[src/rtl/sc_screen_sequencer_if.sv]
// Game-logic / matrix_ctrl bus for the screen sequencer.
// master drives events, layers and address; slave returns column data and status.
interface sc_screen_sequencer_if #(
  parameter int ROWS   = 8,
  parameter int COLS   = 8,
  parameter int ADDR_W = 3
);
  logic                 SC_SCREENSEQ_levelStart_In;
  logic                 SC_SCREENSEQ_win_In;
  logic                 SC_SCREENSEQ_loss_In;
  logic [ROWS*COLS-1:0] SC_SCREENSEQ_point_InBUS;
  logic [ROWS*COLS-1:0] SC_SCREENSEQ_obstacle_InBUS;
  logic [ROWS*COLS-1:0] SC_SCREENSEQ_houses_InBUS;
  logic [ROWS*COLS-1:0] SC_SCREENSEQ_splash_InBUS;
  logic [ADDR_W-1:0]    SC_SCREENSEQ_addr_In;
  logic [ROWS-1:0]      SC_SCREENSEQ_data_OutBUS;
  logic [1:0]           SC_SCREENSEQ_splashSel_OutBUS;
  logic                 SC_SCREENSEQ_play_Out;
  logic                 SC_SCREENSEQ_levelDone_Out;

  modport master (
    output SC_SCREENSEQ_levelStart_In, SC_SCREENSEQ_win_In,
    output SC_SCREENSEQ_loss_In, SC_SCREENSEQ_point_InBUS,
    output SC_SCREENSEQ_obstacle_InBUS, SC_SCREENSEQ_houses_InBUS,
    output SC_SCREENSEQ_splash_InBUS, SC_SCREENSEQ_addr_In,
    input  SC_SCREENSEQ_data_OutBUS, SC_SCREENSEQ_splashSel_OutBUS,
    input  SC_SCREENSEQ_play_Out, SC_SCREENSEQ_levelDone_Out
  );

  modport slave (
    input  SC_SCREENSEQ_levelStart_In, SC_SCREENSEQ_win_In,
    input  SC_SCREENSEQ_loss_In, SC_SCREENSEQ_point_InBUS,
    input  SC_SCREENSEQ_obstacle_InBUS, SC_SCREENSEQ_houses_InBUS,
    input  SC_SCREENSEQ_splash_InBUS, SC_SCREENSEQ_addr_In,
    output SC_SCREENSEQ_data_OutBUS, SC_SCREENSEQ_splashSel_OutBUS,
    output SC_SCREENSEQ_play_Out, SC_SCREENSEQ_levelDone_Out
  );
endinterface

[src/rtl/sc_screen_sequencer.sv]
// Screen sequencer: display FSM, layer compositing with point blink,
// and transposed registered column readout for the MAX7219 driver.
module sc_screen_sequencer #(
  parameter int ROWS         = 8,
  parameter int COLS         = 8,
  parameter int ADDR_W       = 3,
  parameter int TICK_W       = 26,
  parameter int SPLASH_TICKS = 50000000,
  parameter int BLINK_TICKS  = 12500000
) (
  input logic SC_SCREENSEQ_CLOCK_50,
  input logic SC_SCREENSEQ_RESET_InHigh,
  sc_screen_sequencer_if.slave bus
);
  typedef enum logic [2:0] {
    S_IDLE, S_LEVEL, S_PLAY, S_WIN, S_LOSS
  } state_e;

  localparam logic [TICK_W-1:0] SPLASH_LAST = TICK_W'(SPLASH_TICKS - 1);
  localparam logic [TICK_W-1:0] BLINK_LAST  = TICK_W'(BLINK_TICKS - 1);

  state_e              state_q, state_d;
  logic [TICK_W-1:0]   cnt_q, cnt_d;
  logic                phase_q, phase_d;
  logic [ROWS-1:0]     data_q, data_d;
  logic [1:0]          sel_q, sel_d;
  logic                play_q, play_d;
  logic [ROWS*COLS-1:0] frame;

  logic start, win, loss;
  assign start = bus.SC_SCREENSEQ_levelStart_In;
  assign win   = bus.SC_SCREENSEQ_win_In;
  assign loss  = bus.SC_SCREENSEQ_loss_In;

  // Next state, splash/blink counter and blink phase
  always_comb begin
    state_d = state_q;
    cnt_d   = cnt_q;
    phase_d = phase_q;
    unique case (state_q)
      S_IDLE: begin
        if (start) begin
          state_d = S_LEVEL;
          cnt_d   = '0;
        end
      end
      S_LEVEL: begin
        if (start) begin
          cnt_d = '0;
        end else if (cnt_q == SPLASH_LAST) begin
          state_d = S_PLAY;
          cnt_d   = '0;
          phase_d = 1'b1;
        end else begin
          cnt_d = cnt_q + 1'b1;
        end
      end
      S_PLAY: begin
        if (loss) begin
          state_d = S_LOSS;
        end else if (win) begin
          state_d = S_WIN;
        end else if (start) begin
          state_d = S_LEVEL;
          cnt_d   = '0;
        end else if (BLINK_TICKS == 0) begin
          phase_d = 1'b1;
        end else if (cnt_q == BLINK_LAST) begin
          cnt_d   = '0;
          phase_d = ~phase_q;
        end else begin
          cnt_d = cnt_q + 1'b1;
        end
      end
      S_WIN, S_LOSS: begin
        if (start) begin
          state_d = S_LEVEL;
          cnt_d   = '0;
        end
      end
      default: state_d = S_IDLE;
    endcase
  end

  // Registered status decodes follow the next state
  always_comb begin
    sel_d  = 2'd0;
    play_d = 1'b0;
    unique case (state_d)
      S_LEVEL: sel_d  = 2'd1;
      S_WIN:   sel_d  = 2'd2;
      S_LOSS:  sel_d  = 2'd3;
      S_PLAY:  play_d = 1'b1;
      default: sel_d  = 2'd0;
    endcase
  end

  // Compose the visible frame for the current state
  always_comb begin
    frame = '0;
    unique case (state_q)
      S_PLAY: frame = bus.SC_SCREENSEQ_obstacle_InBUS
                    | bus.SC_SCREENSEQ_houses_InBUS
                    | (bus.SC_SCREENSEQ_point_InBUS
                       & {(ROWS*COLS){phase_q}});
      S_LEVEL, S_WIN, S_LOSS:
        frame = bus.SC_SCREENSEQ_splash_InBUS;
      default: frame = '0;
    endcase
  end

  // Transpose: row 0 lands on the MSB, address 0 is the leftmost column
  always_comb begin
    data_d = '0;
    for (int r = 0; r < ROWS; r++) begin
      for (int c = 0; c < COLS; c++) begin
        if (bus.SC_SCREENSEQ_addr_In == ADDR_W'(c))
          data_d[ROWS-1-r] = frame[r*COLS + COLS-1-c];
      end
    end
  end

  // State and output registers
  always_ff @(posedge SC_SCREENSEQ_CLOCK_50) begin
    if (SC_SCREENSEQ_RESET_InHigh) begin
      state_q <= S_IDLE;
      cnt_q   <= '0;
      phase_q <= 1'b1;
      data_q  <= '0;
      sel_q   <= 2'd0;
      play_q  <= 1'b0;
    end else begin
      state_q <= state_d;
      cnt_q   <= cnt_d;
      phase_q <= phase_d;
      data_q  <= data_d;
      sel_q   <= sel_d;
      play_q  <= play_d;
    end
  end

  assign bus.SC_SCREENSEQ_data_OutBUS      = data_q;
  assign bus.SC_SCREENSEQ_splashSel_OutBUS = sel_q;
  assign bus.SC_SCREENSEQ_play_Out         = play_q;
  assign bus.SC_SCREENSEQ_levelDone_Out    =
    (state_q == S_LEVEL) && (cnt_q == SPLASH_LAST) && !start;
endmodule
[src/flat_wrapper.sv]
// flat-port wrapper written by rule: the top's interface ports become plain ports
module sc_screen_sequencer_flat 
#(
  parameter int ROWS         = 8,
  parameter int COLS         = 8,
  parameter int ADDR_W       = 3,
  parameter int TICK_W       = 26,
  parameter int SPLASH_TICKS = 50000000,
  parameter int BLINK_TICKS  = 12500000
)
  (SC_SCREENSEQ_CLOCK_50, SC_SCREENSEQ_RESET_InHigh, bus_SC_SCREENSEQ_levelStart_In, bus_SC_SCREENSEQ_win_In, bus_SC_SCREENSEQ_loss_In, bus_SC_SCREENSEQ_point_InBUS, bus_SC_SCREENSEQ_obstacle_InBUS, bus_SC_SCREENSEQ_houses_InBUS, bus_SC_SCREENSEQ_splash_InBUS, bus_SC_SCREENSEQ_addr_In, bus_SC_SCREENSEQ_data_OutBUS, bus_SC_SCREENSEQ_splashSel_OutBUS, bus_SC_SCREENSEQ_play_Out, bus_SC_SCREENSEQ_levelDone_Out);
  sc_screen_sequencer_if #(.ROWS(ROWS), .COLS(COLS), .ADDR_W(ADDR_W)) bus_i ();
  input logic SC_SCREENSEQ_CLOCK_50;
  input logic SC_SCREENSEQ_RESET_InHigh;
  input wire logic [$bits(bus_i.SC_SCREENSEQ_levelStart_In)-1:0] bus_SC_SCREENSEQ_levelStart_In;
  input wire logic [$bits(bus_i.SC_SCREENSEQ_win_In)-1:0] bus_SC_SCREENSEQ_win_In;
  input wire logic [$bits(bus_i.SC_SCREENSEQ_loss_In)-1:0] bus_SC_SCREENSEQ_loss_In;
  input wire logic [$bits(bus_i.SC_SCREENSEQ_point_InBUS)-1:0] bus_SC_SCREENSEQ_point_InBUS;
  input wire logic [$bits(bus_i.SC_SCREENSEQ_obstacle_InBUS)-1:0] bus_SC_SCREENSEQ_obstacle_InBUS;
  input wire logic [$bits(bus_i.SC_SCREENSEQ_houses_InBUS)-1:0] bus_SC_SCREENSEQ_houses_InBUS;
  input wire logic [$bits(bus_i.SC_SCREENSEQ_splash_InBUS)-1:0] bus_SC_SCREENSEQ_splash_InBUS;
  input wire logic [$bits(bus_i.SC_SCREENSEQ_addr_In)-1:0] bus_SC_SCREENSEQ_addr_In;
  output wire logic [$bits(bus_i.SC_SCREENSEQ_data_OutBUS)-1:0] bus_SC_SCREENSEQ_data_OutBUS;
  output wire logic [$bits(bus_i.SC_SCREENSEQ_splashSel_OutBUS)-1:0] bus_SC_SCREENSEQ_splashSel_OutBUS;
  output wire logic [$bits(bus_i.SC_SCREENSEQ_play_Out)-1:0] bus_SC_SCREENSEQ_play_Out;
  output wire logic [$bits(bus_i.SC_SCREENSEQ_levelDone_Out)-1:0] bus_SC_SCREENSEQ_levelDone_Out;
  assign bus_i.SC_SCREENSEQ_levelStart_In = bus_SC_SCREENSEQ_levelStart_In;
  assign bus_i.SC_SCREENSEQ_win_In = bus_SC_SCREENSEQ_win_In;
  assign bus_i.SC_SCREENSEQ_loss_In = bus_SC_SCREENSEQ_loss_In;
  assign bus_i.SC_SCREENSEQ_point_InBUS = bus_SC_SCREENSEQ_point_InBUS;
  assign bus_i.SC_SCREENSEQ_obstacle_InBUS = bus_SC_SCREENSEQ_obstacle_InBUS;
  assign bus_i.SC_SCREENSEQ_houses_InBUS = bus_SC_SCREENSEQ_houses_InBUS;
  assign bus_i.SC_SCREENSEQ_splash_InBUS = bus_SC_SCREENSEQ_splash_InBUS;
  assign bus_i.SC_SCREENSEQ_addr_In = bus_SC_SCREENSEQ_addr_In;
  assign bus_SC_SCREENSEQ_data_OutBUS = bus_i.SC_SCREENSEQ_data_OutBUS;
  assign bus_SC_SCREENSEQ_splashSel_OutBUS = bus_i.SC_SCREENSEQ_splashSel_OutBUS;
  assign bus_SC_SCREENSEQ_play_Out = bus_i.SC_SCREENSEQ_play_Out;
  assign bus_SC_SCREENSEQ_levelDone_Out = bus_i.SC_SCREENSEQ_levelDone_Out;
  sc_screen_sequencer #(.ROWS(ROWS), .COLS(COLS), .ADDR_W(ADDR_W), .TICK_W(TICK_W), .SPLASH_TICKS(SPLASH_TICKS), .BLINK_TICKS(BLINK_TICKS)) u_core (.SC_SCREENSEQ_CLOCK_50(SC_SCREENSEQ_CLOCK_50), .SC_SCREENSEQ_RESET_InHigh(SC_SCREENSEQ_RESET_InHigh), .bus(bus_i));
endmodule
[config.mk]
export PLATFORM = sky130hd
export DESIGN_NAME = sc_screen_sequencer_flat
export DESIGN_NICKNAME = d
export VERILOG_FILES = /design/src/rtl/sc_screen_sequencer_if.sv /design/src/rtl/sc_screen_sequencer.sv /design/src/flat_wrapper.sv
export SDC_FILE = /design/constraint.sdc
export NUM_CORES = 1
export LEC_CHECK = 0
export CORE_UTILIZATION = 31
export CTS_CLUSTER_DIAMETER = 120
export DETAILED_ROUTE_END_ITERATION = 6
export GPL_TIMING_DRIVEN = 0
export PLACE_DENSITY = 0.79
export SYNTH_ARGS = -nofsm -noshare
export SYNTH_HDL_FRONTEND = slang
export SYNTH_SLANG_ARGS = --single-unit
[constraint.sdc]
create_clock -name SC_SCREENSEQ_CLOCK_50 -period 1.9 [get_ports SC_SCREENSEQ_CLOCK_50]
set_input_delay 0.285 -clock SC_SCREENSEQ_CLOCK_50 [delete_from_list [all_inputs] [get_ports SC_SCREENSEQ_CLOCK_50]]
set_output_delay 0.285 -clock SC_SCREENSEQ_CLOCK_50 [all_outputs]
set_load 0.01 [all_outputs]
# Word-level counts from Yosys, hierarchy flattened
# Index checks and enable logic that the tools add are counted.
# classes
mux,88
n_eq_ne,24
n_reduce_logical,11
n_addsub,1
n_bitwise,4
# ops
cell,n
$mux 26,7
$or 64x64->64,2
$pmux 64 s2,1
$pmux 26 s3,1
$mux 1,71
$and 64x64->64,1
$add 26x1->26 const B,1
$eq 26x24->1 const B,1
$eq 26x26->1 const B,1
$eq 3x2->1 const B,6
$eq 3x3->1 const B,6
$mux 3,5
$ne 2x2->1 const B,5
$eq 3x1->1 const B,3
$pmux 3 s3,1
$reduce_and 7->1,1
$logic_not 3->1,2
$pmux 2 s3,1
$reduce_or 3->1,2
$ne 2x1->1 const B,2
$reduce_and 4->1,1
$reduce_bool 3->1,1
$logic_and 1x1->1,2
$pmux 1 s2,1
other kinds (3),3
# totals
wordCells,134
output_inout_bits,12
ff_bits,41
inputBits,264

# Logic depth before layout (Yosys ltp)
# logic_depth
depth_word,11
depth_mapped,9
mapped_depth_nobuf,7

# Worst setup path before layout
# No wires, ideal clock.
# synth_timing
kind,reg-to-reg
startpoint,reg u_core.cnt_q[0]
endpoint,reg u_core.play_q (netlist: u_core.bus.SC_SCREENSEQ_play_Out)
setup_time_ps,60
required_time_ps,1840
path_stages_with_launch,8
n_path_buf,0
path_slack_ps,-57
period_less_slack_ps,1957
arrival_ps,1897
cell_sequence,dfxtp_1 > ha_1 > nand4_2 > or3_1 > nor4_2 > or2_1 > and3b_1 > and3_1
# synth_via
elab_chain_len,6
# synth_rtl
element,line_no,text
start: declaration,sc_screen_sequencer.sv:23,"logic [TICK_W-1:0] cnt_q, cnt_d;"
start signal: assignment,sc_screen_sequencer.sv:134,cnt_q <= cnt_d;
$eq 26x26->1,sc_screen_sequencer.sv:50,end else if (cnt_q == SPLASH_LAST) begin
$mux 3,sc_screen_sequencer.sv:50,
$mux 3,sc_screen_sequencer.sv:48,if (start) begin
$pmux 3 s3,sc_screen_sequencer.sv:40,unique case (state_q)
$eq 3x2->1,sc_screen_sequencer.sv:89,unique case (state_d)
$mux 1,sc_screen_sequencer.sv:89,
end signal: assignment,sc_screen_sequencer.sv:138,play_q <= play_d;
end: declaration,sc_screen_sequencer.sv:27,"logic play_q, play_d;"
# Every way passes these cells.
# A chain may end at the register's enable or synchronous reset.

# Worst setup path after layout
# layout_timing
startpoint,reg u_core.cnt_q[10]
endpoint,out bus_SC_SCREENSEQ_levelDone_Out
# layout_via
elab_chain_len,3
# layout_rtl
element,line_no,text
$eq 26x26->1,sc_screen_sequencer.sv:146,(state_q == S_LEVEL) && (cnt_q == SPLASH_LAST) && !start;
$logic_and 1x1->1 (2 in series),sc_screen_sequencer.sv:146,
end: declaration,flat_wrapper.sv:26,output wire logic [$bits(bus_i.SC_SCREENSEQ_levelDone_Out)-1:0] bus_SC_SCREENSEQ_levelDone_Out;
# Every way passes these cells.

==> load_flow_metrics.sql <==
INSERT INTO impl_metrics (metric_group, metric, value, unit) VALUES
('clocking', 'h-tree-depth', '2', ''),
('floorplanning', 'die_footprint', '12200', 'um^2'),
('setup_path', 'end_kind', 'primary output', ''),
('setup_path', 'setup.worst_path.class', 'reg2out', ''),
('power', 'finalPower', '0.00287', 'W'),
('finish', 'final_std_cell_area_no_fill', '7430', 'um^2'),
('sta', 'timing.hold.ws', '439', 'ps'),
('clocking', 'cts_made_buffers', '5', ''),
('floorplanning', 'die_w', '110', 'um'),
('setup_path', 'setup.worst_path.start_class', 'flop', ''),
('setup_path', 'cp.required', '1620', 'ps'),
('sta', 'timing_max_transition_violations_final', '0', ''),
('floorplanning', 'initial_utilization', '31.8', '%'),
('clocking', 'cts-hold-fix-buffers', '0', ''),
('sta', 'finalWorstPathRequiredPeriod', '1970', 'ps'),
('synthesis', 'synth-edff-count', '0', ''),
('outcome', 'status', 'finished, violations left', ''),
('clocking', 'cts.reportedPaths.clkPinSlew', '60', 'ps'),
('route', 'avgViaCountPerCell', '5.94', ''),
('route', 'detail_route.first_pass.iterations', '7', ''),
('synthesis', 'synthesis.yosys.warnings', '0', ''),
('min_path', 'min-delay-path-class', 'in2reg', ''),
('synthesis', 'post-synth-top-area-cell', 'sky130_fd_sc_hd__dfxtp_1', ''),
('floorplanning', 'design.portCount', '276', ''),
('clocking', 'cts_tree', 'yes', ''),
('sta', 'timing.max_slew.rel_slack', '62.4', '%'),
('place', 'port_buffers', '273', ''),
('place', 'detailedPlacementHpwl', '17.5', 'mm'),
('setup_path', 'critPathArrivalTime', '1690', 'ps'),
('floorplanning', 'design.core.area', '11400', 'um^2'),
('power', 'pwr-share-clk', '30.3', '%'),
('clocking', 'clockBufferDepth', '2', ''),
('finish', 'finalNetCount', '1045', ''),
('synthesis', 'synthDistinctLibCells', '60', ''),
('synthesis', 'ys_async_sr_fraction', '0', '%'),
('global_routing', 'initial_antenna_violation_count', '3', ''),
('sta', 'maxClockFrequency', '507', 'MHz'),
('power', 'share_seq_of_total_power', '30.8', '%'),
('global_routing', 'grt_util_all_layers', '33.9', '%'),
('place', 'post_dp_cell_area', '6580', 'um^2'),
('synthesis', 'postSynthRegisterBits', '41', ''),
('synthesis', 'synth.net_count', '744', ''),
('sta', 'setup-violations-final', '19', ''),
('sta', 'min_period_over_period', '104', '%'),
('route', 'drt_wl_total', '22.1', 'mm'),
('synthesis', 'synthTopCellsByArea', 'sky130_fd_sc_hd__dfxtp_1 (23%), sky130_fd_sc_hd__a211oi_1 (12%), sky130_fd_sc_hd__nor2_1 (7.0%)', ''),
('route', 'detail_route.iter0.violations', '479', ''),
('power', 'p_leak', '2.61', 'nW'),
('clocking', 'cts.sinks', '41', ''),
('synthesis', 'syn_avg_cell_area', '7.58', 'um^2'),
('power', 'internal_power', '0.00209', 'W'),
('synthesis', 'netlist_instances', '479', ''),
('global_routing', 'grt_overflow_total', '0', ''),
('sta', 'setup_ws', '-70.9', 'ps'),
('global_routing', 'grt_pass1_wl', '30.2', 'mm'),
('floorplanning', 'core.rowCount', '39', ''),
('sta', 'skew', '6.21', 'ps'),
('synthesis', 'synth_sequential_area_ratio', '22.6', '%'),
('route', 'detailroute.via_count', '5495', ''),
('finish', 'final_layout_size_suffix_gt1_share', '19.6', '%'),
('clocking', 'clk-insertion-delay-late', '280', 'ps'),
('global_routing', 'grt_pass1_vias', '5333', ''),
('global_routing', 'grt_start_max_net_pins', '14', ''),
('sta', 'timing.final.hold_violations', '0', ''),
('finish', 'area_growth_syn_to_layout', '105', '%'),
('power', 'power_switching', '0.000784', 'W'),
('outcome', 'violations', 'setup timing', ''),
('route', 'detail-route-antenna-nets', '0', ''),
('route', 'drcViolationCount', '0', ''),
('clocking', 'root_buffer_selected_by_cts', 'sky130_fd_sc_hd__clkbuf_16', ''),
('floorplanning', 'floorplan.die.height', '110', 'um'),
('synthesis', 'synthesis.area', '3630', 'um^2'),
('synthesis', 'synth-main-ff-cell', 'sky130_fd_sc_hd__dfxtp_1', ''),
('sta', 'transition_time_at_the_pin_with_the_least_slew_margin', '564', 'ps'),
('sta', 'rsz0062_at_grt', 'true', ''),
('setup_path', 'crit_path_max_fanout', '4', ''),
('power', 'p_per_area', '387', 'nW/um^2'),
('power', 'ir_worst_vdd', '0.000407', 'V'),
('finish', 'layout.filler_cells', '949', ''),
('route', 'route.detailed.wl_per_inst', '23.9', 'um'),
('place', 'gp_routability_congestion', '0.972', ''),
('power', 'pwr-share-comb', '38.9', '%'),
('synthesis', 'netlist.area_leader.share', '22.6', '%'),
('job', 'max_cap_viol_count', '0', ''),
('power', 'switching_share', '27.3', '%');
## kinds of logic after synthesis
group | Yosys count | synth area share (%)
compound gates | 200 | 39.9
xor+xnor | 24 | 5.99
fa+ha+maj | 1 | 0.344
buf+inv | 41 | 5.24
flops | 41 | 22.6
mux | 1 | 0.276
simple gates | 171 | 25.6
## through the flow
stage / utilization [%] / std cells / setup slack, ps / TNS (ps)
floorplan: - / 479 / 16.1 / 0
global placement: 57.6 / 895 / -945 / -15530
detailed placement: 57.6 / 895 / -931 / -16080
CTS: 62.2 / 909 / -56.8 / -599
global route: 65.0 / 924 / -184 / -3750
finish: 65.1 / 925 / -70.9 / -833
## layer usage
metal / wire (um) / part of all wire, % / up-vias / global-route usage, %
li1: - / - / 2489 / -
met1: 8540 / 39 / 2651 / 40.2
met2: 10600 / 48 / 282 / 58.3
met3: 1900 / 8.6 / 69 / 7.76
met4: 1040 / 4.7 / 4 / 14.7
met5: 32 / 0.14 / - / 0
## synth_stat cells, types with 9 or more instances
library cell / number
sky130_fd_sc_hd__a211o_1: 17
sky130_fd_sc_hd__a211oi_1: 57
sky130_fd_sc_hd__a21oi_1: 15
sky130_fd_sc_hd__a221oi_1: 24
sky130_fd_sc_hd__clkbuf_1: 17
sky130_fd_sc_hd__dfxtp_1: 41
sky130_fd_sc_hd__nand2_1: 25
sky130_fd_sc_hd__nand3_1: 16
sky130_fd_sc_hd__nand4_1: 10
sky130_fd_sc_hd__nor2_1: 68
sky130_fd_sc_hd__nor3_1: 9
sky130_fd_sc_hd__o21ai_0: 34
sky130_fd_sc_hd__xnor2_1: 10
sky130_fd_sc_hd__xor2_1: 13
## registers in the layout (all words and copies together) (netlist names)
name	cells
u_core.cnt_q	26
u_core.bus.SC_SCREENSEQ_play_Out	1
u_core.state_q	3
u_core.phase_q	1
u_core.bus.SC_SCREENSEQ_data_OutBUS	8
u_core.bus.SC_SCREENSEQ_splashSel_OutBUS	2
## worst max-delay path, stage by stage (launching register included)
cell	delay (ps)
sky130_fd_sc_hd__dfxtp_4	370
sky130_fd_sc_hd__nor4b_4	280
sky130_fd_sc_hd__nand4_1	230
sky130_fd_sc_hd__nor4_4	340
sky130_fd_sc_hd__buf_2	190
## cell usage in the layout, fill, tap and decap left out, drive strengths merged, types with 9 or more instances in the layout
cell type      count
o21ai             36
clkbuf            20
a211oi            57
nand2             25
dfxtp             41
nand3             16
xor2              13
a211o             17
nand4             13
buf               41
nor3               9
a21oi             15
xnor2             11
a221oi            24
clkdlybuf4s50    267
nor2              68
## layout make-up
class	count	area [um^2]	area share, %
tap	143	179	2.41
inverter	8	30.0	0.404
buffer	30	262	3.52
clock inverter	2	13.8	0.185
antenna	1	2.50	0.0337
multi-input combinational	397	3050	41.0
timing repair buffer	297	2910	39.1
clock buffer	6	139	1.87
sequential	41	847	11.4
## power by group through the flow
stage | Combinational [W] | Sequential (W) | Clock [W]
after floorplan | 0.000259 | 0.000916 | 0
final | 0.00112 | 0.000886 | 0.000869
after global placement | 0.000969 | 0.000910 | 0
after global routing | 0.00116 | 0.000887 | 0.000920
after CTS | 0.00104 | 0.000888 | 0.000881
after detailed placement | 0.000974 | 0.000910 | 0
## path summary, 6_finish.rpt
| path | start | to | slack (ps) | depth (start not counted) |
|---|---|---|---|---|
| worst max-delay path | u_core.cnt_q[10]$_SDFFE_PP0P_ | bus_SC_SCREENSEQ_levelDone_Out | -70 | 4 |
| worst min-delay path | SC_SCREENSEQ_RESET_InHigh | u_core.state_q[2]$_SDFF_PP0_ | 440 | 2 |
| worst max register to register | u_core.state_q[1]$_SDFF_PP0_ | u_core.cnt_q[12]$_SDFFE_PP0P_ | -60 | 9 |
| worst min register to register | u_core.cnt_q[1]$_SDFFE_PP0P_ | u_core.cnt_q[1]$_SDFFE_PP0P_ | 520 | 2 |
## what timing repair did
action / in CTS / in global routing
resized for setup: 101 / 64
setup buffers: 8 / 14
gates cloned: 1 / 1
pin swaps: 16 / 18
endpoints found under the setup margin: 39 / 37
No activity file was read; power rests on OpenSTA's default activity.
